### config.mk
export PLATFORM = sky130hd
export DESIGN_NAME = dma_read_addr_issuer
export DESIGN_NICKNAME = d
export VERILOG_FILES = /design/src/rtl/dma_read_addr_issuer.sv
export SDC_FILE = /design/constraint.sdc
export NUM_CORES = 1
export LEC_CHECK = 0
export ABC_AREA = 1
export BUFFER_PORTS_ARGS = -buffer_cell sky130_fd_sc_hd__buf_2
export CORE_MARGIN = 2
export CORE_UTILIZATION = 45
export DETAILED_ROUTE_END_ITERATION = 12
export PLACE_DENSITY = 0.76
export SLEW_MARGIN = 20
export SYNTH_ARGS = -nofsm -noshare
export SYNTH_HDL_FRONTEND = slang
export SYNTH_SLANG_ARGS = --single-unit
### constraint.sdc
create_clock -name clk_i -period 2.2 [get_ports clk_i]
set_clock_uncertainty 0.2 [all_clocks]
set_input_delay 0.11 -clock clk_i [delete_from_list [all_inputs] [get_ports clk_i]]
set_output_delay 0.11 -clock clk_i [all_outputs]
set_load 0.01 [all_outputs]
### src/rtl/dma_read_addr_issuer.sv
// Splits each line-segment command into an even then an odd AXI4 AR burst with outstanding-burst credit tracking.
// Optional define DMA_AR_4K_CHECK_EN flags bursts that cross a 4 KB boundary.
module dma_read_addr_issuer #(
    parameter int ADDR_W          = 32,
    parameter int DATA_W          = 64,
    parameter int MAX_OUTSTANDING = 8,
    localparam int CNT_W          = $clog2(MAX_OUTSTANDING + 1)
) (
    input  logic              clk_i,
    input  logic              rst_n_i,
    input  logic              valid_i,
    output logic              ready_o,
    input  logic [ADDR_W-1:0] even_addr_i,
    input  logic [ADDR_W-1:0] odd_addr_i,
    input  logic [7:0]        len_i,
    output logic              m_arvalid_o,
    input  logic              m_arready_i,
    output logic [ADDR_W-1:0] m_araddr_o,
    output logic [7:0]        m_arlen_o,
    output logic [2:0]        m_arsize_o,
    output logic [1:0]        m_arburst_o,
    output logic              m_arid_o,
    input  logic              burst_done_i,
    output logic [CNT_W-1:0]  outstanding_o,
    output logic              idle_o,
    output logic              err_o
);

    typedef enum logic [1:0] {
        IDLE = 2'd0,
        EVEN = 2'd1,
        ODD  = 2'd2
    } state_t;

    localparam logic [2:0]       AR_SIZE = 3'($clog2(DATA_W / 8));
    localparam logic [CNT_W-1:0] CNT_LIM = CNT_W'(MAX_OUTSTANDING - 2);

    state_t            state_q, state_d;
    logic [ADDR_W-1:0] odd_addr_q;
    logic [ADDR_W-1:0] ar_addr_q;
    logic [7:0]        ar_len_q;
    logic              ar_id_q;
    logic [CNT_W-1:0]  cnt_q;
    logic              err_q;

    logic accept;
    logic load_even;
    logic load_odd;
    logic ar_hs;
    logic underflow;
    logic xing;

    // Accept only with room for both bursts of the command.
    assign ready_o = rst_n_i && (state_q == IDLE) && (cnt_q <= CNT_LIM);
    assign accept  = valid_i && ready_o;
    assign ar_hs   = m_arvalid_o && m_arready_i;

    always_comb begin
        state_d   = state_q;
        load_even = 1'b0;
        load_odd  = 1'b0;
        unique case (state_q)
            IDLE: begin
                if (accept) begin
                    load_even = 1'b1;
                    state_d   = EVEN;
                end
            end
            EVEN: begin
                if (m_arready_i) begin
                    load_odd = 1'b1;
                    state_d  = ODD;
                end
            end
            ODD: begin
                if (m_arready_i) begin
                    state_d = IDLE;
                end
            end
            default: state_d = IDLE;
        endcase
    end

    always_ff @(posedge clk_i or negedge rst_n_i) begin
        if (!rst_n_i) begin
            state_q <= IDLE;
        end else begin
            state_q <= state_d;
        end
    end

    always_ff @(posedge clk_i or negedge rst_n_i) begin
        if (!rst_n_i) begin
            odd_addr_q <= '0;
            ar_addr_q  <= '0;
            ar_len_q   <= '0;
            ar_id_q    <= 1'b0;
        end else if (load_even) begin
            odd_addr_q <= odd_addr_i;
            ar_addr_q  <= even_addr_i;
            ar_len_q   <= len_i;
            ar_id_q    <= 1'b0;
        end else if (load_odd) begin
            ar_addr_q <= odd_addr_q;
            ar_id_q   <= 1'b1;
        end
    end

`ifdef DMA_AR_4K_CHECK_EN
    localparam int BEAT_B = DATA_W / 8;

    logic [17:0] burst_b;
    logic [17:0] even_end;
    logic [17:0] odd_end;

    assign burst_b  = (18'(len_i) + 18'd1) * 18'(BEAT_B);
    assign even_end = 18'(even_addr_i[11:0]) + burst_b;
    assign odd_end  = 18'(odd_addr_i[11:0]) + burst_b;
    assign xing     = accept && ((even_end > 18'd4096) || (odd_end > 18'd4096));
`else
    assign xing = 1'b0;
`endif

    // A completion with nothing outstanding is a protocol fault, not a credit.
    assign underflow = burst_done_i && !ar_hs && (cnt_q == '0);

    always_ff @(posedge clk_i or negedge rst_n_i) begin
        if (!rst_n_i) begin
            cnt_q <= '0;
            err_q <= 1'b0;
        end else begin
            if (ar_hs && !burst_done_i) begin
                cnt_q <= cnt_q + 1'b1;
            end else if (!ar_hs && burst_done_i && (cnt_q != '0)) begin
                cnt_q <= cnt_q - 1'b1;
            end
            if (underflow || xing) begin
                err_q <= 1'b1;
            end
        end
    end

    assign m_arvalid_o   = (state_q == EVEN) || (state_q == ODD);
    assign m_araddr_o    = ar_addr_q;
    assign m_arlen_o     = ar_len_q;
    assign m_arsize_o    = AR_SIZE;
    assign m_arburst_o   = 2'b01;
    assign m_arid_o      = ar_id_q;
    assign outstanding_o = cnt_q;
    assign idle_o        = (state_q == IDLE) && (cnt_q == '0);
    assign err_o         = err_q;

endmodule

Word-level counts from Yosys, hierarchy flattened
Index checks and enable logic that the tools add are counted.
{ "classes": {"n_eq_ne": 5, "shift": 0, "n_addsub": 2, "n_lt_le_gt_ge": 1, "div": 0, "muxes": 14, "mul": 0, "reduce_logical": 18, "bitwise_logic": 0} }
{ "ops": {"columns": ["cell", "n"], "rows": [
  ["32-bit 2-to-1 mux", 2],
  ["1-bit logical AND", 9],
  ["4-bit 2-to-1 mux", 2],
  ["1-bit 2-to-1 mux", 6],
  ["2-bit 2-to-1 mux", 3],
  ["2-bit inequality test, second input constant", 3],
  ["2-bit case mux with 3 select lines", 1],
  ["4-bit by 1-bit adder with 4-bit output, second input constant", 1],
  ["4-bit by 3-bit <= comparator with 1-bit output, second input constant", 1],
  ["4-bit zero test", 1],
  ["2-bit nonzero test", 2],
  ["4-bit nonzero test", 1],
  ["4-bit by 1-bit subtractor with 4-bit output, second input constant", 1],
  ["3-bit AND reduction", 1],
  ["2-bit by 1-bit equality test with 1-bit output, second input constant", 1],
  ["2-bit equality test, second input constant", 1],
  ["1-bit zero test", 2],
  ["2-bit zero test", 1],
  ["1-bit logical OR", 1]
]} }
{ "totals": {"mem_count": 0, "output_inout_bits": 54, "elab_cells": 47, "inputBits": 77, "mem_bits_rw": 0, "mem_bits_ro": 0, "reg_bits": 80, "latchBits": 0} }

Logic depth before layout (Yosys ltp)
{ "depth": {"ltp_word": 8, "mapped_depth": 11, "depth_no_buf": 11} }

Worst setup path before layout
No wires, ideal clock.
{ "synth_timing": {"path_type": "flip-flop to flip-flop", "startpoint": "register state_q[0]", "endpoint": "register cnt_q[3], in the netlist outstanding_o[3]", "synth_period_minus_slack_ns": 2.129, "arrival_ns": 1.812, "path_stages_with_launch": 11, "path_slack_ns": 0.071, "required_time_ns": 1.883, "setup_time_ns": 0.117, "cell_sequence": "dfrtp_1 inv_1 ha_1 nand3_1 ha_1 nand2_1 nand2_1 o21ai_0 nand2_1 nand2_1 nand2_1"} }
{ "synth_between": {"elab_chain_len": 7} }
{ "synth_rtl": {"columns": ["item", "line_no", "text"], "rows": [
  ["from (decl)", "38", "state_t state_q, state_d;"],
  ["from (signal assigned)", "88", "state_q <= state_d;"],
  ["2-bit by 1-bit equality test with 1-bit output / 2-bit equality test (equally long branches)", "143", "assign m_arvalid_o = (state_q == EVEN) || (state_q == ODD);"],
  ["1-bit logical OR (*)", "143", null],
  ["via m_arvalid_o", "16", "output logic m_arvalid_o,"],
  ["1-bit logical AND (*)", "56", "assign ar_hs = m_arvalid_o && m_arready_i;"],
  ["1-bit zero test", "134", "end else if (!ar_hs && burst_done_i && (cnt_q != '0)) begin"],
  ["1-bit logical AND (2 in a row)", "134", null],
  ["2-bit nonzero test (no line)", null, null],
  ["to (signal assigned)", "133", "cnt_q <= cnt_q + 1'b1;"],
  ["to (signal assigned)", "135", "cnt_q <= cnt_q - 1'b1;"],
  ["to (decl)", "43", "logic [CNT_W-1:0] cnt_q;"]
]} }
The timed path passes the listed nets; every way through them passes the cells marked *.
A chain may end at the register's enable or synchronous reset.

Worst setup path in the final report
{ "layout_timing": {"startpoint": "register state_q[0]", "endpoint": "output port ready_o"} }
{ "layout_between": {"elab_chain_len": 3} }
{ "layout_rtl": {"columns": ["item", "line_no", "text"], "rows": [
  ["2-bit zero test", "54", "assign ready_o = rst_n_i && (state_q == IDLE) && (cnt_q <= CNT_LIM);"],
  ["1-bit logical AND (2 in a row)", "54", null],
  ["to (decl)", "12", "output logic ready_o,"]
]} }
Every way passes these cells.

==> results_dict.tcl <==
set metrics [dict create \
    die_x_um 95.2 \
    ir_drop_mv 0.827 \
    drv_cap 0 \
    synth_mux_area_share_pct 0 \
    antenna_found_initial 0 \
    synth-xor-area-share_pct 0.468 \
    ys_ff_latch 80 \
    relSlewSlack_pct 60.6 \
    via_per_inst 4.84 \
    worst-path-max-fanout 33 \
    coreArea_um2 8130 \
    synth_fa_ha_area_share_pct 2.88 \
    synth-simple-area-share_pct 26.7 \
    drc 0 \
    holdCritPathClass "in -> reg" \
    ys_seq_area_share_pct 53.5 \
    worst_pin_slew_ns 0.590 \
    fin_crit_ns 2.10 \
    arrival_ns 1.79 \
    htree_levels 3 \
    avgSynthCellArea_um2 8.24 \
    pin_count 131 \
    grt_setup_unrepaired "no" \
    setup_violations 0 \
    numCtsBuffers 9 \
    crit_type "reg -> out" \
    start_kind "flop" \
    powerDensity_nw_per_um2 1150 \
    drt-pass1-iter-count 4 \
    grt_util_all_layers_pct 23.5 \
    clk_latency_ns 0.34 \
    fin_nets 733 \
    grt_util_met1_pct 28.5 \
    synth_ff_type "dfrtp_1" \
    required_ns 1.89 \
    cts_tree "built" \
    met3_usage_pct 5.38 \
    synth_common_cells "nand2_1 (187), dfrtp_1 (80), inv_1 (48), o21ai_0 (35), nand4_1 (32)" \
    synth_cell_types 26 \
    antenna_left 0 \
    route.vias.total 3668 \
    avgRoutedWirePerCell_um 13.9 \
    synth_compound_area_share_pct 6.32 \
    die_h_um 95.2 \
    synthArstFlopShare_pct 100 \
    use_met2_pct 41.1 \
    post-dp-hpwl_um 6150 \
    yosys.area.top_type "dfrtp_1" \
    grt_pass1_vias 3714 \
    synth_top_family_by_area "simple AND/OR/NAND/NOR gates" \
    cts.sinks 80 \
    synth_warnings 0 \
    gp_congestion 0.854 \
    cp-end-kind "primary output" \
    grt_pass1_wl_um 16500 \
    clockBufferDepth 2 \
    place_inst 667 \
    num_rows 33 \
    hold_viol_final 0 \
    drtIter0Drc 153 \
    grt_max_degree 43 \
    grt_overflow 0 \
    die_area_um2 9060 \
    drive_above_1_share_pct 24.8 \
    fin_cells 758 \
    cts_root_buffer "clkbuf_8" \
    drv_slew 0 \
    run_status "finished, final reports clean" \
    finalCritPeriodShare_pct 95.6 \
    yosysMostFrequentCell "nand2_1" \
    synth_cells 454 \
    fmax_ghz 0.475 \
    start_util_pct 46.0 \
    finalSetupTns_ns 0 \
    syn2layout_area_growth_pct 44.8 \
    routed_wl_um 10500 \
    synth.cell_area_um2 3740 \
    place.port_buffers 125 \
    synth_area_leaders "dfrtp_1 (54%), nand2_1 (19%), nand4_1 (5.4%), inv_1 (4.8%), o21ai_0 (4.7%)" \
    clk_pin_slew_ns 0.08 \
    leakage_nw 3.07 \
    synth_top_area_share_pct 53.5 \
    synth_edf_count 0 \
    grt.busiest_layer "met2" \
]
[worst max-delay path: stages, from the launching register on]
cell and delay (ns):
dfrtp_1 0.42, inv_1 0.16, ha_4 0.15, inv_1 0.08, nor2_4 0.16, buf_12 0.21, and2_1 0.15, buf_2 0.13
[cells in the final DEF, fill, tap and decap left out, drive strengths merged]
| cell type | n |
|---|---|
| o21bai | 1 |
| nor2 | 7 |
| dfrtp | 80 |
| ha | 7 |
| xnor2 | 1 |
| xor2 | 1 |
| nand2 | 189 |
| and2 | 1 |
| clkinvlp | 1 |
| nand3 | 7 |
| nand4 | 32 |
| clkbuf | 10 |
| a31o | 1 |
| inv | 50 |
| conb | 5 |
| a21oi | 2 |
| bufinv | 2 |
| diode | 1 |
| buf | 136 |
| fa | 1 |
| o21ai | 42 |
| clkinv | 2 |
| dlygate4sd3 | 74 |
[routing by layer]
metal  wire [um]  share of wire, %
met1        4620                44
met5           0                 0
met3         556               5.3
met2        5160                49
met4         211               2.0
[power by group]
group          leakage [nW]  total, mW  internal [mW]  switching (mW)
registers              1.01       2.41           2.10           0.306
clock network         0.108       1.18          0.664           0.520
logic                  1.95       2.65           1.04            1.60
[sequential cells by signal, summed over array words and instances, names as in the netlist]
register,cells
m_araddr_o,32
state_q,2
outstanding_o,4
err_o,1
m_arid_o,1
m_arlen_o,8
odd_addr_q,32
[logic make-up (layout without fill, tap and decap cells)]
group,after synthesis,count (layout)
flops,80,80
buf+inv,80,275
simple gates,236,236
compound gates,46,46
fa+ha+maj,8,8
xor+xnor,2,2
other cells,2,6
[stage by stage]
step / hold WS, ns / setup WS [ns] / util [%] / area [um2] / power [mW]
6_report: 0.0438 / 0.0967 / 66.6 / 5420 / 6.24
5_1_grt: 0.0470 / 0.0225 / 66.6 / 5410 / 6.75
4_1_cts: 0.0198 / 0.00328 / 66.0 / 5370 / 6.15
3_5_place_dp: 0.0543 / 0.00849 / 54.1 / 4400 / 4.84
3_3_place_gp: 0.0434 / 0.157 / 54.1 / 4400 / 4.72
2_1_floorplan: -0.386 / 0.0711 / - / 3750 / 4.01
[what timing repair did]
action	CTS	global route
setup endpoints to repair	1	3
hold buffers	74	0
resized for setup	1	6
pin swaps	0	0
buffers inserted	0	1
hold endpoints to repair	111	0
[final cells by class]
class / count / area [um2]
clock inverter: 5 / 81.3
clock buffer: 10 / 138
fill: 640 / 2720
timing repair buffer: 210 / 1460
inverter: 50 / 188
tap: 105 / 131
antenna: 1 / 2.50
multi-input combinational: 297 / 1410
sequential: 80 / 2000
[worst paths after layout]
path / from / endpoint / slack (ns) / cells after the start
min in group asynchronous: rst_n_i / odd_addr_q[2]$_DFFE_PN0N_ / 0.22 / 3
max reg2reg: state_q[0]$_DFFE_PN0P_ / outstanding_o[3]$_DFFE_PN0P_ / 0.12 / 11
max in group asynchronous: rst_n_i / m_araddr_o[3]$_DFFE_PN0P_ / 0.63 / 4
min reg2reg: err_o$_DFFE_PN0P_ / err_o$_DFFE_PN0P_ / 0.28 / 1
max: state_q[0]$_DFFE_PN0P_ / ready_o / 0.1 / 7
min: burst_done_i / err_o$_DFFE_PN0P_ / 0.04 / 4
No activity file was read; power rests on OpenSTA's default activity.
